===== config.mk =====
export PLATFORM = sky130hd
export DESIGN_NAME = muldiv_unit
export DESIGN_NICKNAME = d
export VERILOG_FILES = /design/src/rtl/muldiv_pkg.sv /design/src/rtl/muldiv_sign_fix.sv /design/src/rtl/muldiv_unit.sv
export SDC_FILE = /design/constraint.sdc
export NUM_CORES = 1
export LEC_CHECK = 0
export BUFFER_PORTS_ARGS = -buffer_cell sky130_fd_sc_hd__clkbuf_2
export CAP_MARGIN = 20
export CORE_MARGIN = 2
export CORE_UTILIZATION = 54
export DETAILED_ROUTE_END_ITERATION = 7
export PLACE_DENSITY = 0.87
export SETUP_SLACK_MARGIN = 0.1
export SLEW_MARGIN = 25
export SYNTH_ARGS = -nofsm -noshare
export SYNTH_HDL_FRONTEND = slang
export SYNTH_HIERARCHICAL = 1
export SYNTH_SLANG_ARGS = --single-unit

===== constraint.sdc =====
create_clock -name clock -period 2.8 [get_ports clock]
set_clock_uncertainty 0.15 [all_clocks]
set_input_delay 0.14 -clock clock [delete_from_list [all_inputs] [get_ports clock]]
set_output_delay 0.14 -clock clock [all_outputs]
set_load 0.005 [all_outputs]

===== src/rtl/muldiv_pkg.sv =====
// muldiv_pkg: op encodings, FSM states and default operand width shared by the
// multiply/divide unit and its bench.
package muldiv_pkg;

    localparam int unsigned MULDIV_WIDTH = 16;

    localparam logic [1:0] OP_MULTU = 2'b00;
    localparam logic [1:0] OP_MULT  = 2'b01;
    localparam logic [1:0] OP_DIVU  = 2'b10;
    localparam logic [1:0] OP_DIV   = 2'b11;

    typedef enum logic [1:0] {
        IDLE = 2'd0,
        RUN  = 2'd1,
        FIX  = 2'd2,
        ZDIV = 2'd3
    } state_e;

endpackage


===== src/rtl/muldiv_sign_fix.sv =====
// muldiv_sign_fix: conditional two's-complement negate of a W-bit value; used for
// operand magnitudes and for sign correction of results.
module muldiv_sign_fix #(
    parameter int unsigned W = 16
) (
    input  logic         i_neg,
    input  logic [W-1:0] i_val,
    output logic [W-1:0] o_val
);

    assign o_val = i_neg ? (~i_val + W'(1)) : i_val;

endmodule


===== src/rtl/muldiv_unit.sv =====
// muldiv_unit: iterative MULT/DIV responder (shift-add / restoring) writing Hi/Lo.
// Signed MULT/DIV is compiled in only when MULDIV_SIGNED_EN is defined.
module muldiv_unit
    import muldiv_pkg::*;
#(
    parameter int unsigned WIDTH = MULDIV_WIDTH
) (
    input  logic             clock,
    input  logic             reset_n,
    input  logic             start,
    input  logic [1:0]       op,
    input  logic [WIDTH-1:0] inA,
    input  logic [WIDTH-1:0] inB,
    output logic             busy,
    output logic             done,
    output logic             div_by_zero,
    output logic [WIDTH-1:0] hi,
    output logic [WIDTH-1:0] lo
);

    localparam int unsigned CntW = $clog2(WIDTH);

    state_e               r_state;
    state_e               w_state_next;
    logic [CntW-1:0]      r_cnt;
    logic                 r_is_div;
    logic [WIDTH-1:0]     r_a;
    logic [WIDTH-1:0]     r_b;
    logic [2*WIDTH-1:0]   r_acc;
    logic [2*WIDTH-1:0]   w_acc_next;
    logic [WIDTH-1:0]     r_hi;
    logic [WIDTH-1:0]     r_lo;
    logic                 r_done;
    logic                 r_dbz;

    logic                 w_is_div;
    logic                 w_zdiv;
    logic                 w_last;
    logic                 w_neg_a;
    logic                 w_neg_b;
    logic [WIDTH-1:0]     w_mag_a;
    logic [WIDTH-1:0]     w_mag_b;
    logic [WIDTH-1:0]     w_res_hi;
    logic [WIDTH-1:0]     w_res_lo;
    logic [WIDTH:0]       w_mul_sum;
    logic [WIDTH:0]       w_prem;
    logic [WIDTH+1:0]     w_trial;
    logic                 w_unused_trial;

    assign w_is_div = (op == OP_DIVU) || (op == OP_DIV);
    assign w_zdiv   = w_is_div && (inB == '0);
    assign w_last   = (r_cnt == CntW'(WIDTH - 1));

`ifdef MULDIV_SIGNED_EN
    logic               w_op_signed;
    logic               r_sign_a;
    logic               r_sign_b;
    logic [2*WIDTH-1:0] w_prod_fix;
    logic [WIDTH-1:0]   w_quo_fix;
    logic [WIDTH-1:0]   w_rem_fix;

    assign w_op_signed = (op == OP_MULT) || (op == OP_DIV);
    assign w_neg_a     = w_op_signed & inA[WIDTH-1];
    assign w_neg_b     = w_op_signed & inB[WIDTH-1];

    always_ff @(posedge clock or negedge reset_n) begin
        if (!reset_n) begin
            r_sign_a <= 1'b0;
            r_sign_b <= 1'b0;
        end else if (r_state == IDLE && start) begin
            r_sign_a <= w_neg_a;
            r_sign_b <= w_neg_b;
        end
    end

    muldiv_sign_fix #(.W(2 * WIDTH)) u_fix_prod (
        .i_neg (r_sign_a ^ r_sign_b),
        .i_val (r_acc),
        .o_val (w_prod_fix)
    );

    muldiv_sign_fix #(.W(WIDTH)) u_fix_quo (
        .i_neg (r_sign_a ^ r_sign_b),
        .i_val (r_acc[WIDTH-1:0]),
        .o_val (w_quo_fix)
    );

    // Remainder follows the dividend's sign.
    muldiv_sign_fix #(.W(WIDTH)) u_fix_rem (
        .i_neg (r_sign_a),
        .i_val (r_acc[2*WIDTH-1:WIDTH]),
        .o_val (w_rem_fix)
    );

    assign w_res_hi = r_is_div ? w_rem_fix : w_prod_fix[2*WIDTH-1:WIDTH];
    assign w_res_lo = r_is_div ? w_quo_fix : w_prod_fix[WIDTH-1:0];
`else
    assign w_neg_a  = 1'b0;
    assign w_neg_b  = 1'b0;
    assign w_res_hi = r_acc[2*WIDTH-1:WIDTH];
    assign w_res_lo = r_acc[WIDTH-1:0];
`endif

    muldiv_sign_fix #(.W(WIDTH)) u_mag_a (
        .i_neg (w_neg_a),
        .i_val (inA),
        .o_val (w_mag_a)
    );

    muldiv_sign_fix #(.W(WIDTH)) u_mag_b (
        .i_neg (w_neg_b),
        .i_val (inB),
        .o_val (w_mag_b)
    );

    // r_acc is {product} for multiply, {remainder, dividend->quotient} for divide.
    always_comb begin
        w_mul_sum  = {1'b0, r_acc[2*WIDTH-1:WIDTH]} + ({(WIDTH + 1){r_acc[0]}} & {1'b0, r_a});
        w_prem     = {r_acc[2*WIDTH-1:WIDTH], r_acc[WIDTH-1]};
        w_trial    = {1'b0, w_prem} - {2'b00, r_b};
        w_acc_next = {w_mul_sum, r_acc[WIDTH-1:1]};
        if (r_is_div) begin
            if (!w_trial[WIDTH+1]) begin
                w_acc_next = {w_trial[WIDTH-1:0], r_acc[WIDTH-2:0], 1'b1};
            end else begin
                w_acc_next = {w_prem[WIDTH-1:0], r_acc[WIDTH-2:0], 1'b0};
            end
        end
    end

    // A successful trial leaves a remainder below the divisor, so its top bit is always 0.
    assign w_unused_trial = w_trial[WIDTH];

    always_comb begin
        w_state_next = r_state;
        unique case (r_state)
            IDLE:    if (start) w_state_next = w_zdiv ? ZDIV : RUN;
            RUN:     if (w_last) w_state_next = FIX;
            FIX:     w_state_next = IDLE;
            ZDIV:    w_state_next = IDLE;
            default: w_state_next = IDLE;
        endcase
    end

    always_ff @(posedge clock or negedge reset_n) begin
        if (!reset_n) begin
            r_state <= IDLE;
        end else begin
            r_state <= w_state_next;
        end
    end

    always_ff @(posedge clock or negedge reset_n) begin
        if (!reset_n) begin
            r_cnt    <= '0;
            r_is_div <= 1'b0;
            r_a      <= '0;
            r_b      <= '0;
            r_acc    <= '0;
            r_hi     <= '0;
            r_lo     <= '0;
            r_done   <= 1'b0;
            r_dbz    <= 1'b0;
        end else begin
            r_done <= 1'b0;
            case (r_state)
                IDLE: begin
                    if (start) begin
                        r_is_div <= w_is_div;
                        r_a      <= w_zdiv ? inA : w_mag_a;
                        r_b      <= w_mag_b;
                        r_acc    <= {{WIDTH{1'b0}}, (w_is_div ? w_mag_a : w_mag_b)};
                        r_cnt    <= '0;
                    end
                end
                RUN: begin
                    r_acc <= w_acc_next;
                    r_cnt <= r_cnt + CntW'(1);
                end
                FIX: begin
                    r_hi   <= w_res_hi;
                    r_lo   <= w_res_lo;
                    r_dbz  <= 1'b0;
                    r_done <= 1'b1;
                end
                ZDIV: begin
                    r_hi   <= r_a;
                    r_lo   <= '1;
                    r_dbz  <= 1'b1;
                    r_done <= 1'b1;
                end
                default: ;
            endcase
        end
    end

    assign busy        = (r_state != IDLE);
    assign done        = r_done;
    assign div_by_zero = r_dbz;
    assign hi          = r_hi;
    assign lo          = r_lo;

endmodule

=== Word-level counts from Yosys, hierarchy flattened ===
Cells that the tools add are included.

* Add/sub/neg operators: 3
* Eq/ne operators: 8
* Mux-type cells: 15
* Bitwise logic cells: 1
* Reduce and logical (&&, ||, !) cells: 11

{| class="wikitable"
|+ Operators by type and width
! operator !! number
|-
| 2-to-1 mux 32 bit || 3
|-
| one-hot mux 16 bit (2 select lines) || 2
|-
| one-hot mux 32 bit (2 select lines) || 1
|-
| subtractor 17 x 16 -> 18 bit || 1
|-
| adder 16 x 17 -> 17 bit || 1
|-
| bitwise AND 17 x 16 -> 17 bit || 1
|-
| logical NOT 16 bit || 1
|-
| 2-to-1 mux 16 bit || 1
|-
| == test 2 bit, second input constant || 4
|-
| one-hot mux 4 bit (2 select lines) || 1
|-
| 2-to-1 mux 2 bit || 3
|-
| one-hot mux 2 bit (3 select lines) || 1
|-
| AND reduction 2 bit || 3
|-
| nonzero test 2 bit || 3
|-
| adder 4 x 1 -> 4 bit, second input constant || 1
|-
| == test 4 bit, second input constant || 1
|-
| 2-to-1 mux 4 bit || 1
|-
| inequality test 2 bit, second input constant || 2
|-
| == test 2 x 1 -> 1 bit, second input constant || 1
|-
| logical NOT 2 bit || 1
|-
| one-hot mux 1 bit (2 select lines) || 1
|-
| OR reduction 2 bit || 1
|-
| logical AND 1 bit || 1
|-
| logical OR 1 bit || 1
|-
| 2-to-1 mux 1 bit || 1
|}

* Register bits: 105
* Input port bits: 37
* Output and inout port bits: 35
* Logic and storage cells: 48

=== Depth between registers and ports, before layout ===
* Depth in word-level cells: 6
* Gate-level depth with buffers: 12
* Gate-level depth less buffers: 11

=== Hierarchy ===
The synthesis kept the hierarchy.

{| class="wikitable"
|+ Modules (own cells, without submodules)
! module !! instances !! cells an instance !! area each (um2) !! sequential area each (um2)
|-
| muldiv_unit || 1 || 697 || 6548.8 || 2627.5
|-
| muldiv_sign_fix at u_mag_b || 1 || 48 || 355.3 || 0.0
|-
| muldiv_sign_fix at u_mag_a || 1 || 47 || 332.8 || 0.0
|}

=== Least setup slack after synthesis ===
Ideal clock, no wire load.

* Path kind: flip-flop to flip-flop
* Start: register r_acc[15]
* End: register r_acc[28]
* Setup time: 0.135 ns
* Arrival: 2.464 ns
* Required time: 2.515 ns
* Setup slack: 0.051 ns
* Stages on the path, launching flop included: 12
* Buffers on the path: 0
* Period minus slack after synthesis: 2.749 ns
* Cell sequence: dfrtp_1 -> inv_1 -> ha_1 -> inv_1 -> fa_1 -> a211oi_1 -> o21ai_2 -> a2111oi_4 -> nor3b_1 -> mux2_2 -> nor3_1 -> o311ai_1

* Longest elaborated chain between the ends: 4

{| class="wikitable"
|+ RTL lines
! what !! RTL line !! source
|-
| from (decl) || muldiv_unit.sv:29 || <nowiki>logic [2*WIDTH-1:0] r_acc;</nowiki>
|-
| from (signal assigned) || muldiv_unit.sv:172 || <nowiki>r_acc <= {{WIDTH{1'b0}}, (w_is_div ? w_mag_a : w_mag_b)};</nowiki>
|-
| from (signal assigned) || muldiv_unit.sv:177 || <nowiki>r_acc <= w_acc_next;</nowiki>
|-
| subtractor 17 x 16 -> 18 bit || muldiv_unit.sv:120 || <nowiki>w_trial = {1'b0, w_prem} - {2'b00, r_b};</nowiki>
|-
| 2-to-1 mux 32 bit || muldiv_unit.sv:123 || <nowiki>if (!w_trial[WIDTH+1]) begin</nowiki>
|-
| 2-to-1 mux 32 bit || muldiv_unit.sv:122 || <nowiki>if (r_is_div) begin</nowiki>
|-
| one-hot mux 32 bit (2 select lines) || muldiv_unit.sv:166 || <nowiki>case (r_state)</nowiki>
|}

No other way between the ends.
A chain may end at the register's enable or synchronous reset.

=== Final worst setup path ===
* Start: register r_acc[0]
* End: register r_acc[30]

* Longest elaborated chain between the ends: 4

{| class="wikitable"
|+ RTL lines
! what !! RTL line !! source
|-
| bitwise AND 17 x 16 -> 17 bit || muldiv_unit.sv:118 || <nowiki>w_mul_sum = {1'b0, r_acc[2*WIDTH-1:WIDTH]} + ({(WIDTH + 1){r_acc[0]}} & {1'b0, r_a});</nowiki>
|-
| adder 16 x 17 -> 17 bit || muldiv_unit.sv:118 ||
|-
| 2-to-1 mux 32 bit || muldiv_unit.sv:122 ||
|-
| one-hot mux 32 bit (2 select lines) || muldiv_unit.sv:166 ||
|}

No other way between the ends.

==> flow_summary.yaml <==
floorplanning:
  io-pin-count: 72
  die_x_um: 120
  die-area_mm2: 0.0143
  dieHeight_um: 120
  rows: 42
  core_mm2: 0.0132
  initial_core_util_pct: 54.9
cells_and_area:
  syn_to_final_growth_pct: 18.9
  drive_gt1_share_pct: 21.1
  postLayoutCellArea_mm2: 0.00860
  fin_nets: 968
  num_antenna_cells: 0
  fillCellCount: 974
  instances_no_fill: 1075
power:
  powerDensity_mw_per_mm2: 1260
  ir_drop_mv: 0.529
  p_leak_nw: 3.88
logic_synthesis:
  postSynthAreaPerCell_um2: 9.14
  synth-simple-area-share_pct: 14.7
  yosys_warnings: 6
  synth_xor_area_share_pct: 5.45
  synth_top_family_by_area: "compound AO/OA/AOI/OAI gates"
  synth_compound_area_share_pct: 21.4
  synth_area_leaders: "dfrtp_1 (36%), mux2i_1 (11%), ha_1 (6.1%), nand2_1 (4.6%), o21ai_0 (4.1%)"
  ys.flop_type: "dfrtp_1"
  synth-seq-cells: 105
  syn_inst: 792
  ys_types: 70
  syn_area_mm2: 0.00724
  synth.mux.area_fraction_pct: 11.0
  synth.top_cell.area_share_pct: 36.3
  seq_area_frac_synth_pct: 36.3
  async_flop_share_pct: 100
  synth_edf_count: 0
  synthAdderAreaFrac_pct: 6.60
  synth_area_leader_cell: "dfrtp_1"
routing:
  vias_per_cell: 6.24
  drt_wl_total_mm: 20.2
  final_antenna_net_count: 0
  drtIter0Drc: 634
  drt_pass1_iterations: 6
  drc: 0
  wl_per_cell_um: 18.8
  vias: 6711
global_route:
  grt_pass1_wl_mm: 31.0
  gr-total-overflow: 0
  grt_pass1_vias: 6171
  grt_max_degree: 57
  grt_usage_pct: 27.0
  antenna_found_initial: 0
placement:
  dp_hpwl_mm: 14.0
  place_area_mm2: 0.00792
  dp.cells: 1037
  place_congestion: 0.938
  io_buffers: 70
worst_setup_path:
  critPathArrivalTime_ns: 2.85
  startpoint_type: "flip-flop"
  crit_type: "reg2reg"
  cp_max_fo: 6
  crit_required_ns: 2.90
  crit_path_end_kind: "flip-flop"
timing:
  final_hold_viol_count: 0
  relSlewSlack_pct: 49.3
  tightest_slew_ns: 0.760
  finalCritPeriodShare_pct: 98.0
  clock.fmax_mhz: 365
  rsz0062_at_grt: "true"
  min_period_ns: 2.74
  final_max_slew_viol_count: 0
  setup_viol: 0
clocking:
  cts_root_buf: "clkbuf_16"
  clockBufferDepth: 2
  numCtsBuffers: 9
  path_clk_slew_ns: 0.08
  cts_tree: "yes"
  clock_latency_ns: 0.36
  cts.sinks: 105
  ctsHtreeMaxLevel: 3
worst_hold_path:
  min_path_type: "in2reg"
run:
  cap_violations: 0
run_status:
  outcome: "completed"
==> area by class of cell <==
class / count / area, um2 / area share, %
clock buffers: 9 / 225 / 2.62
clock inverters: 7 / 63.8 / 0.742
inverters: 32 / 120 / 1.40
multi-input cells: 624 / 4570 / 53.1
flip-flops and latches: 105 / 2630 / 30.6
well taps: 176 / 220 / 2.56
repair buffers: 122 / 778 / 9.05
==> sequential cells by signal, summed over array words and instances, names as in the netlist <==
signal	count
r_acc	32
div_by_zero	1
r_state	2
lo	16
r_is_div	1
r_cnt	4
done	1
r_b	16
hi	16
r_a	16
==> where the power goes <==
group | internal [mW] | switching [mW]
Sequential | 2.24 | 0.633
Clock | 0.621 | 0.627
Combinational | 3.06 | 3.66
==> worst paths after layout <==
| check | start | to | slack (ns) | cells after the start |
|---|---|---|---|---|
| worst max-delay path | r_acc[0] | r_acc[30] | 0.06 | 10 |
| worst min-delay path | inA[5] | r_a[5] | 0.01 | 3 |
| worst max register to register | r_acc[0] | r_acc[30] | 0.06 | 10 |
| worst min register to register | r_cnt[3] | r_cnt[3] | 0.35 | 1 |
| max in group asynchronous | reset_n | r_acc[0] | 1.57 | 3 |
| min in group asynchronous | reset_n | r_acc[31] | 0.20 | 2 |
==> worst max-delay path: stages, from the launching register on <==
cell and delay, ns:
dfrtp_2 0.46, buf_2 0.17, buf_4 0.14, and2_1 0.14, ha_2 0.36, nand2_2 0.11, o31ai_4 0.38, a211oi_1 0.13
mux2i_1 0.17, o211ai_1 0.13, a221oi_1 0.31
==> stage by stage <==
stage	setup WS, ns	power (mW)	hold slack (ns)	util [%]	setup TNS [ns]
after floorplan	0.116	6.99	-0.306	-	0
after global placement	-0.0166	8.43	0.0446	60.0	-0.0166
after detailed placement	-0.101	8.64	0.0522	60.0	-0.107
after CTS	0.0916	10.2	0.00324	63.3	0
after global routing	-0.0489	11.6	0.0186	65.2	-0.0777
final	0.0567	10.8	0.0137	65.2	0
==> synth_stat cells (5+ instances only) <==
cell,count
a211oi_1,6
a21o_1,12
a21oi_1,37
a22oi_1,6
and2_1,17
buf_1,8
clkbuf_1,28
dfrtp_1,105
ha_1,35
inv_1,32
mux2i_1,76
nand2_1,89
nand2b_1,9
nand3_1,10
nand4_1,5
nor2_1,41
nor2b_1,5
nor3_1,12
o211ai_1,17
o21a_1,6
o21ai_0,60
o21ai_1,22
o22a_1,16
o31ai_1,9
or4_1,5
xnor2_1,31
xor2_1,14
==> cell families after synthesis <==
logic type / count (synthesis)
compound gates: 230
buf+inv: 76
simple gates: 219
other cells: 1
fa+ha+maj: 37
xor+xnor: 45
mux: 79
flops: 105
==> metal layers <==
metal | vias up | GRT usage, % | part of all wire, %
li1 | 3052 | - | -
met1 | 3240 | 36.6 | 41
met2 | 342 | 43.8 | 47
met3 | 77 | 5.23 | 7.6
met4 | 0 | 8.97 | 3.8
met5 | - | 0 | 0
==> what timing repair did <==
action                                  4_1_cts  5_1_grt
endpoints found under the setup margin        5       17
buffers inserted                              6       11
hold endpoints to repair                     53        0
resized for setup                            12       35
hold buffers                                  5        0
pin swaps                                     8       11
==> layout by cell type (no fill, tap or decap), drive strengths merged, types with 6 or more instances in the layout <==
cell type  instances
nand3             10
and2              17
xor2              14
o22a              16
a22oi              6
inv               34
o211ai            17
o21a               6
ha                35
o31ai             13
a21oi             37
a21o              12
xnor2             31
nor2              41
dfrtp            105
nand2b             9
clkbuf            78
buf               48
a211oi             6
nor3              12
o21ai             84
nand2             91
conb              14
mux2i             76
Note: power is estimated with default switching activity, not from simulation.
